===== config.mk =====
export PLATFORM = sky130hd
export DESIGN_NAME = vga_fill_ctrl_flat
export DESIGN_NICKNAME = d
export VERILOG_FILES = /design/src/rtl/vga_fill_ctrl_if.sv /design/src/rtl/vga_fill_ctrl.sv /design/src/flat_wrapper.sv
export SDC_FILE = /design/constraint.sdc
export NUM_CORES = 1
export LEC_CHECK = 0
export ABC_AREA = 0
export CORE_UTILIZATION = 35
export CTS_CLUSTER_SIZE = 24
export DETAILED_ROUTE_END_ITERATION = 8
export PLACE_DENSITY = 0.57
export SYNTH_ARGS = -nofsm -noshare
export SYNTH_HDL_FRONTEND = slang
export SYNTH_SLANG_ARGS = --single-unit

===== constraint.sdc =====
create_clock -name clk -period 3.8 [get_ports clk]
set_clock_uncertainty 0.05 [all_clocks]
set_input_delay 1.14 -clock clk [delete_from_list [all_inputs] [get_ports clk]]
set_output_delay 1.14 -clock clk [all_outputs]
set_load 0.01 [all_outputs]

===== src/rtl/vga_fill_ctrl_if.sv =====
// Bus bundle for the framebuffer fill engine: MCU pixel writes, fill command,
// status and the single framebuffer write port.
interface vga_fill_ctrl_if #(
   parameter int ADDR_W = 17,
   parameter int X_W    = 9,
   parameter int Y_W    = 8
);
   logic              cpu_wr_valid;
   logic [ADDR_W-1:0] cpu_wr_addr;
   logic [7:0]        cpu_wr_data;
   logic              start;
   logic              abort;
   logic [X_W-1:0]    x0;
   logic [Y_W-1:0]    y0;
   logic [X_W-1:0]    width;
   logic [Y_W-1:0]    height;
   logic [7:0]        color;
   logic              busy;
   logic              done;
   logic              fb_we;
   logic [ADDR_W-1:0] fb_addr;
   logic [7:0]        fb_wdata;

   modport master (
      output cpu_wr_valid, cpu_wr_addr, cpu_wr_data,
      output start, abort, x0, y0, width, height, color,
      input  busy, done, fb_we, fb_addr, fb_wdata
   );

   modport slave (
      input  cpu_wr_valid, cpu_wr_addr, cpu_wr_data,
      input  start, abort, x0, y0, width, height, color,
      output busy, done, fb_we, fb_addr, fb_wdata
   );
endinterface


===== src/rtl/vga_fill_ctrl.sv =====
// Rectangle fill engine and write-port arbiter for the 320x240 8bpp framebuffer.
// MCU pixel writes always win the port; the fill stalls in place while they occur.
module vga_fill_ctrl #(
   parameter int FB_W   = 320,
   parameter int FB_H   = 240,
   parameter int ADDR_W = 17,
   parameter int X_W    = 9,
   parameter int Y_W    = 8
) (
   input logic            clk,
   input logic            reset,
   vga_fill_ctrl_if.slave bus_io
);

   typedef enum logic [1:0] {IDLE, FILL, DONE} state_e;

   localparam logic [X_W:0]      FB_W_X = (X_W+1)'(FB_W);
   localparam logic [Y_W:0]      FB_H_Y = (Y_W+1)'(FB_H);
   localparam logic [ADDR_W-1:0] FB_W_A = ADDR_W'(FB_W);

   state_e            state_q, state_d;
   logic [X_W-1:0]    cur_x_q, cur_x_d;
   logic [Y_W-1:0]    cur_y_q, cur_y_d;
   logic [ADDR_W-1:0] row_base_q, row_base_d;
   logic [X_W-1:0]    x0_q, x0_d;
   logic [X_W:0]      x_end_q, x_end_d;
   logic [Y_W:0]      y_end_q, y_end_d;
   logic [7:0]        color_q, color_d;
   logic              fb_we_q, fb_we_d;
   logic [ADDR_W-1:0] fb_addr_q, fb_addr_d;
   logic [7:0]        fb_wdata_q, fb_wdata_d;

   logic [X_W:0]      x_sum, x_end_clip, next_x;
   logic [Y_W:0]      y_sum, y_end_clip, next_y;
   logic [ADDR_W-1:0] y0_ext;
   logic              degenerate, row_end, last_pixel;

   // Extents are formed one bit wider than the inputs so x0+width cannot wrap.
   always_comb begin
      x_sum      = {1'b0, bus_io.x0} + {1'b0, bus_io.width};
      y_sum      = {1'b0, bus_io.y0} + {1'b0, bus_io.height};
      x_end_clip = (x_sum > FB_W_X) ? FB_W_X : x_sum;
      y_end_clip = (y_sum > FB_H_Y) ? FB_H_Y : y_sum;
      y0_ext     = ADDR_W'(bus_io.y0);
      degenerate = (bus_io.width == '0) || (bus_io.height == '0) ||
                   ({1'b0, bus_io.x0} >= FB_W_X) || ({1'b0, bus_io.y0} >= FB_H_Y);
      next_x     = {1'b0, cur_x_q} + {{X_W{1'b0}}, 1'b1};
      next_y     = {1'b0, cur_y_q} + {{Y_W{1'b0}}, 1'b1};
      row_end    = (next_x >= x_end_q);
      last_pixel = row_end && (next_y >= y_end_q);
   end

   always_comb begin
      state_d    = state_q;
      cur_x_d    = cur_x_q;
      cur_y_d    = cur_y_q;
      row_base_d = row_base_q;
      x0_d       = x0_q;
      x_end_d    = x_end_q;
      y_end_d    = y_end_q;
      color_d    = color_q;
      fb_we_d    = 1'b0;
      fb_addr_d  = fb_addr_q;
      fb_wdata_d = fb_wdata_q;

      if (bus_io.cpu_wr_valid) begin
         fb_we_d    = 1'b1;
         fb_addr_d  = bus_io.cpu_wr_addr;
         fb_wdata_d = bus_io.cpu_wr_data;
      end

      case (state_q)
         IDLE: begin
            if (bus_io.start) begin
               x0_d       = bus_io.x0;
               x_end_d    = x_end_clip;
               y_end_d    = y_end_clip;
               color_d    = bus_io.color;
               cur_x_d    = bus_io.x0;
               cur_y_d    = bus_io.y0;
               // y0*320 as two shifts so no multiplier is needed.
               row_base_d = (y0_ext << 8) + (y0_ext << 6);
               state_d    = degenerate ? DONE : FILL;
            end
         end
         FILL: begin
            if (bus_io.abort) begin
               state_d = IDLE;
            end else if (!bus_io.cpu_wr_valid) begin
               fb_we_d    = 1'b1;
               fb_addr_d  = row_base_q + ADDR_W'(cur_x_q);
               fb_wdata_d = color_q;
               if (last_pixel) begin
                  state_d = DONE;
               end else if (row_end) begin
                  cur_x_d    = x0_q;
                  cur_y_d    = next_y[Y_W-1:0];
                  row_base_d = row_base_q + FB_W_A;
               end else begin
                  cur_x_d = next_x[X_W-1:0];
               end
            end
         end
         DONE: begin
            state_d = IDLE;
         end
         default: begin
            state_d = IDLE;
         end
      endcase
   end

   always_ff @(posedge clk or posedge reset) begin
      if (reset) begin
         state_q    <= IDLE;
         cur_x_q    <= '0;
         cur_y_q    <= '0;
         row_base_q <= '0;
         x0_q       <= '0;
         x_end_q    <= '0;
         y_end_q    <= '0;
         color_q    <= '0;
         fb_we_q    <= 1'b0;
         fb_addr_q  <= '0;
         fb_wdata_q <= '0;
      end else begin
         state_q    <= state_d;
         cur_x_q    <= cur_x_d;
         cur_y_q    <= cur_y_d;
         row_base_q <= row_base_d;
         x0_q       <= x0_d;
         x_end_q    <= x_end_d;
         y_end_q    <= y_end_d;
         color_q    <= color_d;
         fb_we_q    <= fb_we_d;
         fb_addr_q  <= fb_addr_d;
         fb_wdata_q <= fb_wdata_d;
      end
   end

   assign bus_io.busy     = (state_q == FILL);
   assign bus_io.done     = (state_q == DONE);
   assign bus_io.fb_we    = fb_we_q;
   assign bus_io.fb_addr  = fb_addr_q;
   assign bus_io.fb_wdata = fb_wdata_q;

endmodule


===== src/flat_wrapper.sv =====
// flat-port wrapper written by rule: the top's interface ports become plain ports
module vga_fill_ctrl_flat 
#(
   parameter int FB_W   = 320,
   parameter int FB_H   = 240,
   parameter int ADDR_W = 17,
   parameter int X_W    = 9,
   parameter int Y_W    = 8
)
  (clk, reset, bus_io_cpu_wr_valid, bus_io_cpu_wr_addr, bus_io_cpu_wr_data, bus_io_start, bus_io_abort, bus_io_x0, bus_io_y0, bus_io_width, bus_io_height, bus_io_color, bus_io_busy, bus_io_done, bus_io_fb_we, bus_io_fb_addr, bus_io_fb_wdata);
  vga_fill_ctrl_if #(.ADDR_W(ADDR_W), .X_W(X_W), .Y_W(Y_W)) bus_io_i ();
  input logic clk;
  input logic reset;
  input wire logic [$bits(bus_io_i.cpu_wr_valid)-1:0] bus_io_cpu_wr_valid;
  input wire logic [$bits(bus_io_i.cpu_wr_addr)-1:0] bus_io_cpu_wr_addr;
  input wire logic [$bits(bus_io_i.cpu_wr_data)-1:0] bus_io_cpu_wr_data;
  input wire logic [$bits(bus_io_i.start)-1:0] bus_io_start;
  input wire logic [$bits(bus_io_i.abort)-1:0] bus_io_abort;
  input wire logic [$bits(bus_io_i.x0)-1:0] bus_io_x0;
  input wire logic [$bits(bus_io_i.y0)-1:0] bus_io_y0;
  input wire logic [$bits(bus_io_i.width)-1:0] bus_io_width;
  input wire logic [$bits(bus_io_i.height)-1:0] bus_io_height;
  input wire logic [$bits(bus_io_i.color)-1:0] bus_io_color;
  output wire logic [$bits(bus_io_i.busy)-1:0] bus_io_busy;
  output wire logic [$bits(bus_io_i.done)-1:0] bus_io_done;
  output wire logic [$bits(bus_io_i.fb_we)-1:0] bus_io_fb_we;
  output wire logic [$bits(bus_io_i.fb_addr)-1:0] bus_io_fb_addr;
  output wire logic [$bits(bus_io_i.fb_wdata)-1:0] bus_io_fb_wdata;
  assign bus_io_i.cpu_wr_valid = bus_io_cpu_wr_valid;
  assign bus_io_i.cpu_wr_addr = bus_io_cpu_wr_addr;
  assign bus_io_i.cpu_wr_data = bus_io_cpu_wr_data;
  assign bus_io_i.start = bus_io_start;
  assign bus_io_i.abort = bus_io_abort;
  assign bus_io_i.x0 = bus_io_x0;
  assign bus_io_i.y0 = bus_io_y0;
  assign bus_io_i.width = bus_io_width;
  assign bus_io_i.height = bus_io_height;
  assign bus_io_i.color = bus_io_color;
  assign bus_io_busy = bus_io_i.busy;
  assign bus_io_done = bus_io_i.done;
  assign bus_io_fb_we = bus_io_i.fb_we;
  assign bus_io_fb_addr = bus_io_i.fb_addr;
  assign bus_io_fb_wdata = bus_io_i.fb_wdata;
  vga_fill_ctrl #(.FB_W(FB_W), .FB_H(FB_H), .ADDR_W(ADDR_W), .X_W(X_W), .Y_W(Y_W)) u_core (.clk(clk), .reset(reset), .bus_io(bus_io_i));
endmodule

**Yosys cells after proc, flatten, opt, wreduce, memory -nomap -nowiden**

Cells that the tools add are included.

- Bits in registers: 98
- Logic and storage cells: 83

- $add $sub $neg: 7
- Order comparisons: 6
- Eq/ne operators: 9
- Multiplexer cells: 38
- Reduce and logical (&&, ||, !) cells: 12

Operator list:

| operator | count |
|---|---|
| 17-bit 2-to-1 mux | 9 |
| 8-bit 2-to-1 mux | 9 |
| 9-bit 2-to-1 mux | 6 |
| 17-bit one-hot mux with 2 select lines | 1 |
| 9-bit one-hot mux with 2 select lines | 1 |
| 16-bit by 14-bit adder with 17-bit output | 1 |
| 17-bit by 9-bit adder with 17-bit output | 1 |
| 17-bit by 9-bit adder with 17-bit output, second input constant | 1 |
| 8-bit one-hot mux with 2 select lines | 1 |
| 9-bit by 1-bit adder with 10-bit output, second input constant | 1 |
| 9-bit by 9-bit adder with 10-bit output | 1 |
| 10-bit greater-or-equal comparator | 1 |
| 10-bit by 9-bit greater-than comparator with 1-bit output, second input constant | 1 |
| 10-bit 2-to-1 mux | 1 |
| 2-bit 2-to-1 mux | 5 |
| 8-bit by 1-bit adder with 9-bit output, second input constant | 1 |
| 8-bit by 8-bit adder with 9-bit output | 1 |
| 9-bit greater-or-equal comparator | 1 |
| 9-bit greater-or-equal comparator, second input constant | 1 |
| 9-bit by 8-bit greater-than comparator with 1-bit output, second input constant | 1 |
| 9-bit zero test | 1 |
| 8-bit greater-or-equal comparator, second input constant | 1 |
| 8-bit zero test | 1 |
| 2-bit inequality test, second input constant | 4 |
| 15 further kinds | 20 |

**Logic depth before layout (Yosys ltp)**

- Word-level depth: 7
- Depth in mapped cells: 13
- Mapped depth without buffers: 12

**Worst setup path before layout**

Ideal clock, no wire load.

- Path type: input -> register
- Start: input bus_io_width[0]
- End: register u_core.x_end_q[1]
- Library setup time: 135 ps
- Arrival time: 3,080 ps
- Data required time: 3,615 ps
- Setup slack: 535 ps
- Stages on the path: 10
- Cell sequence: ha_1 -> inv_1 -> fa_1 -> nor2b_4 -> o31a_1 -> or4_4 -> a31oi_4 -> xor2_4 -> a22oi_2 -> o22ai_2

- Word-level cells in the longest chain between the ends: 3

Ends and longest elaborated chain:

| what | line | RTL |
|---|---|---|
| from (decl) | flat_wrapper.sv:21 | `input wire logic [$bits(bus_io_i.width)-1:0] bus_io_width;` |
| 9-bit by 9-bit adder with 10-bit output (*) | vga_fill_ctrl.sv:40 | `x_sum = {1'b0, bus_io.x0} + {1'b0, bus_io.width};` |
| 10-bit by 9-bit greater-than comparator with 1-bit output | vga_fill_ctrl.sv:42 | `x_end_clip = (x_sum > FB_W_X) ? FB_W_X : x_sum;` |
| 10-bit 2-to-1 mux (*) | vga_fill_ctrl.sv:42 |  |
| to (signal assigned) | vga_fill_ctrl.sv:132 | `x_end_q <= x_end_d;` |
| to (decl) | vga_fill_ctrl.sv:26 | `logic [X_W:0] x_end_q, x_end_d;` |

Every way passes the cells marked *; elsewhere a longest branch is shown, timed or not.
A chain may end at the register's enable or synchronous reset.

**Worst setup path after layout**

Same ends and word-level chain as after synthesis.

==> qor.yml <==
critical_path:
  cp_data_required_time_ps: 3970
  crit_fanout: 6
  reg2reg_setup_slack_ps: 490
  path_class: "in2reg"
  cp_slowest_cell: "clkdlybuf4s50_1"
  cpPeakStageDelay_ps: 430
  startpoint_type: "input port"
  worstPathCellList: "clkdlybuf4s50_1 > ha_1 > inv_1 > fa_1 > nor2b_4 > o31a_1 > or4_4 > a31oi_4 > xor2_4 > a22oi_2 > o22ai_2"
  worst_setup_path_end_kind: "register"
  critPathArrivalTime_ps: 3670
timing:
  fin_setup_tns_ps: 0
  maxSlewViolCount: 0
  finalCriticalPeriod_ps: 3500
  finalHoldViolations: 0
  layout_setup_ws_ps: 303
  worstMarginPinSlew_ps: 607
  fmaxAchievable_ghz: 0.286
  rsz0062_at_grt: "false"
  setup_viol: 0
  relSlewSlack_pct: 59.6
  post-route-period-util_pct: 92.0
route:
  num_vias: 5540
  first_pass_iters: 4
  ant_nets: 0
  drt-total-wl_microns: 17300
  drtIter0Drc: 313
  routedWlPerCell_microns: 16.6
  drc: 0
  via_per_inst: 5.32
synthesis:
  synth_edf_count: 0
  synth_cell_type_count: 70
  async_flop_share_pct: 100
  syn_inst: 705
  synth_fp_nets: 829
  synthFlopType: "dfrtp_1"
  yosysSeqAreaShare_pct: 37.0
  synth-seq-cells: 92
  syn_area_sq_um: 6230
  ys_warn_count: 0
  syn_avg_cell_area_sq_um: 8.83
placement:
  io_buffers: 99
  place_ws_ps: -44.9
  dp_hpwl_microns: 13200
  place_area_sq_um: 7590
  gp_congestion: 0.903
final_layout:
  register_area_sq_um: 2300
  diodes: 0
  fin_nets: 936
  fin_util_pct: 45.3
  synthToLayoutAreaGrowth_pct: 26.1
  multi_input_area_sq_um: 3700
  final_area_sq_um: 7860
  final_common_cell: "nand2_1"
  drive_above_1_share_pct: 8.33
  mostFrequentLayoutCells: "122 x nand2_1, 98 x clkdlybuf4s50_1, 92 x dfrtp_1, 53 x o21ai_0, 49 x ha_1"
  fillerInstances: 1707
global_route:
  grt_max_degree: 54
  grt_remaining_overflow: 0
  grt_pass1_vias: 5596
  grt_pass1_wl_microns: 28300
  groute.usage.overall_pct: 19.8
  antenna_found_initial: 0
die:
  die-width_microns: 135
  io_pins: 100
  design.core.area_sq_um: 17400
  initial_core_util_pct: 35.9
  die_area_sq_um: 18300
  rows: 48
  fp.dieH_microns: 135
run:
  maxCapViolations: 0
clock_network:
  clk_latency_ps: 350
  ctsHoldBuffers: 0
  max-clock-path-buffers: 2
  cts_root_buf: "clkbuf_16"
  cts.sinks: 92
  cts_tree: "done"
  h-tree-depth: 3
  cts_resized: 0
  postCtsSetupBuffers: 0
  clkTransAtPathRegs_ps: 60
  cts_buffers: 9
power:
  p_per_area_nw_per_um2: 604
  ir_drop_v: 0.000295
  p_leak_nw: 3.46
outcome:
  status: "finished, final reports clean"
worst_hold_path:
  worstHoldPathType: "reg2reg"
## cells by family (layout without fill, tap and decap cells)
logic type      after synthesis  in the layout  share of synthesized area [%]
simple gates                239            239                           17.3
compound gates              191            191                           19.9
flops                        92             92                           37.0
buf+inv                      58            169                           3.66
fa+ha+maj                    52             52                           10.8
xor+xnor                     40             40                           5.93
mux                          32             32                           5.30
other cells                   1              1                         0.0602
## cell type report
cell class              count  area share, %
flip-flops and latches     92           29.3
clock inverters             5          0.366
multi-input cells         555           47.1
repair buffers            124           15.1
clock buffers              10           3.04
inverters                  30           1.45
well taps                 225           3.58
## flip-flops by register name, indices dropped and copies added (netlist names)
| register | cells |
|---|---|
| u_core.x0_q | 9 |
| u_core.row_base_q | 11 |
| u_core.cur_x_q | 9 |
| u_core.y_end_q | 9 |
| u_core.bus_io.fb_we | 1 |
| u_core.x_end_q | 10 |
| u_core.bus_io.fb_addr | 17 |
| u_core.color_q | 8 |
| u_core.bus_io.fb_wdata | 8 |
| u_core.cur_y_q | 8 |
| u_core.state_q | 2 |
## stage by stage
step	total power (W)	hold slack (ps)	cells
finish	0.00474	427	1041
global route	0.00513	445	1041
CTS	0.00478	429	1041
detailed placement	0.00392	413	1026
global placement	0.00385	408	1026
floorplan	0.00314	395	705
## metal layers
metal  track usage [%]  wire length (microns)  vias up
met3              2.28                    653       29
met2              33.0                   8210      113
met5                 0                      0        -
met1              26.1                   8070     2669
li1                  -                      -     2729
met4              8.24                    391        0
## Yosys cell counts (4+ instances only)
cell | number | area share [%]
nand2_1 | 122 | 7.4
dfrtp_1 | 92 | 37
o21ai_0 | 53 | 4.3
ha_1 | 49 | 9.8
nor2_1 | 45 | 2.7
a21oi_1 | 42 | 3.4
inv_1 | 30 | 1.8
mux2i_1 | 24 | 3.9
xnor2_1 | 24 | 3.4
clkbuf_1 | 19 | 1.1
nand3_1 | 17 | 1.4
xor2_1 | 15 | 2.1
o21ai_1 | 12 | 0.96
a211oi_1 | 9 | 1.1
a21o_1 | 9 | 1.1
nand2b_1 | 9 | 0.90
buf_2 | 8 | 0.64
mux2_2 | 8 | 1.4
nand4_1 | 8 | 0.80
nor3_1 | 6 | 0.48
nor4_1 | 6 | 0.60
nor2b_1 | 5 | 0.50
o211ai_1 | 5 | 0.60
o21a_1 | 5 | 0.60
o31ai_1 | 5 | 0.60
a31oi_1 | 4 | 0.40
a32o_1 | 4 | 0.64
and3_1 | 4 | 0.40
o21bai_1 | 4 | 0.48
o22ai_1 | 4 | 0.40
## power breakdown
group	switching (W)	total [W]	internal, W
combinational	0.00126	0.00232	0.00106
clock	0.000386	0.000841	0.000454
sequential	0.000292	0.00158	0.00129
## path summary, 6_finish.rpt
check,start,end,cells past startpoint
max,bus_io_width[0],u_core.x_end_q[1],11
min,u_core.color_q[2],u_core.color_q[2],2
max reg2reg,u_core.cur_x_q[1],u_core.cur_x_q[8],10
min reg2reg,u_core.color_q[2],u_core.color_q[2],2
max in group asynchronous,reset,u_core.x0_q[0],3
min in group asynchronous,reset,u_core.bus_io.fb_wdata[2],2
## worst max-delay path, delay by kind of cell
kind | cells | cell delay (ps)
simple gates | 2 | 500
buf+inv | 2 | 500
fa+ha+maj | 2 | 480
xor+xnor | 1 | 120
compound gates | 4 | 920
Note: power is estimated with default switching activity, not from simulation.
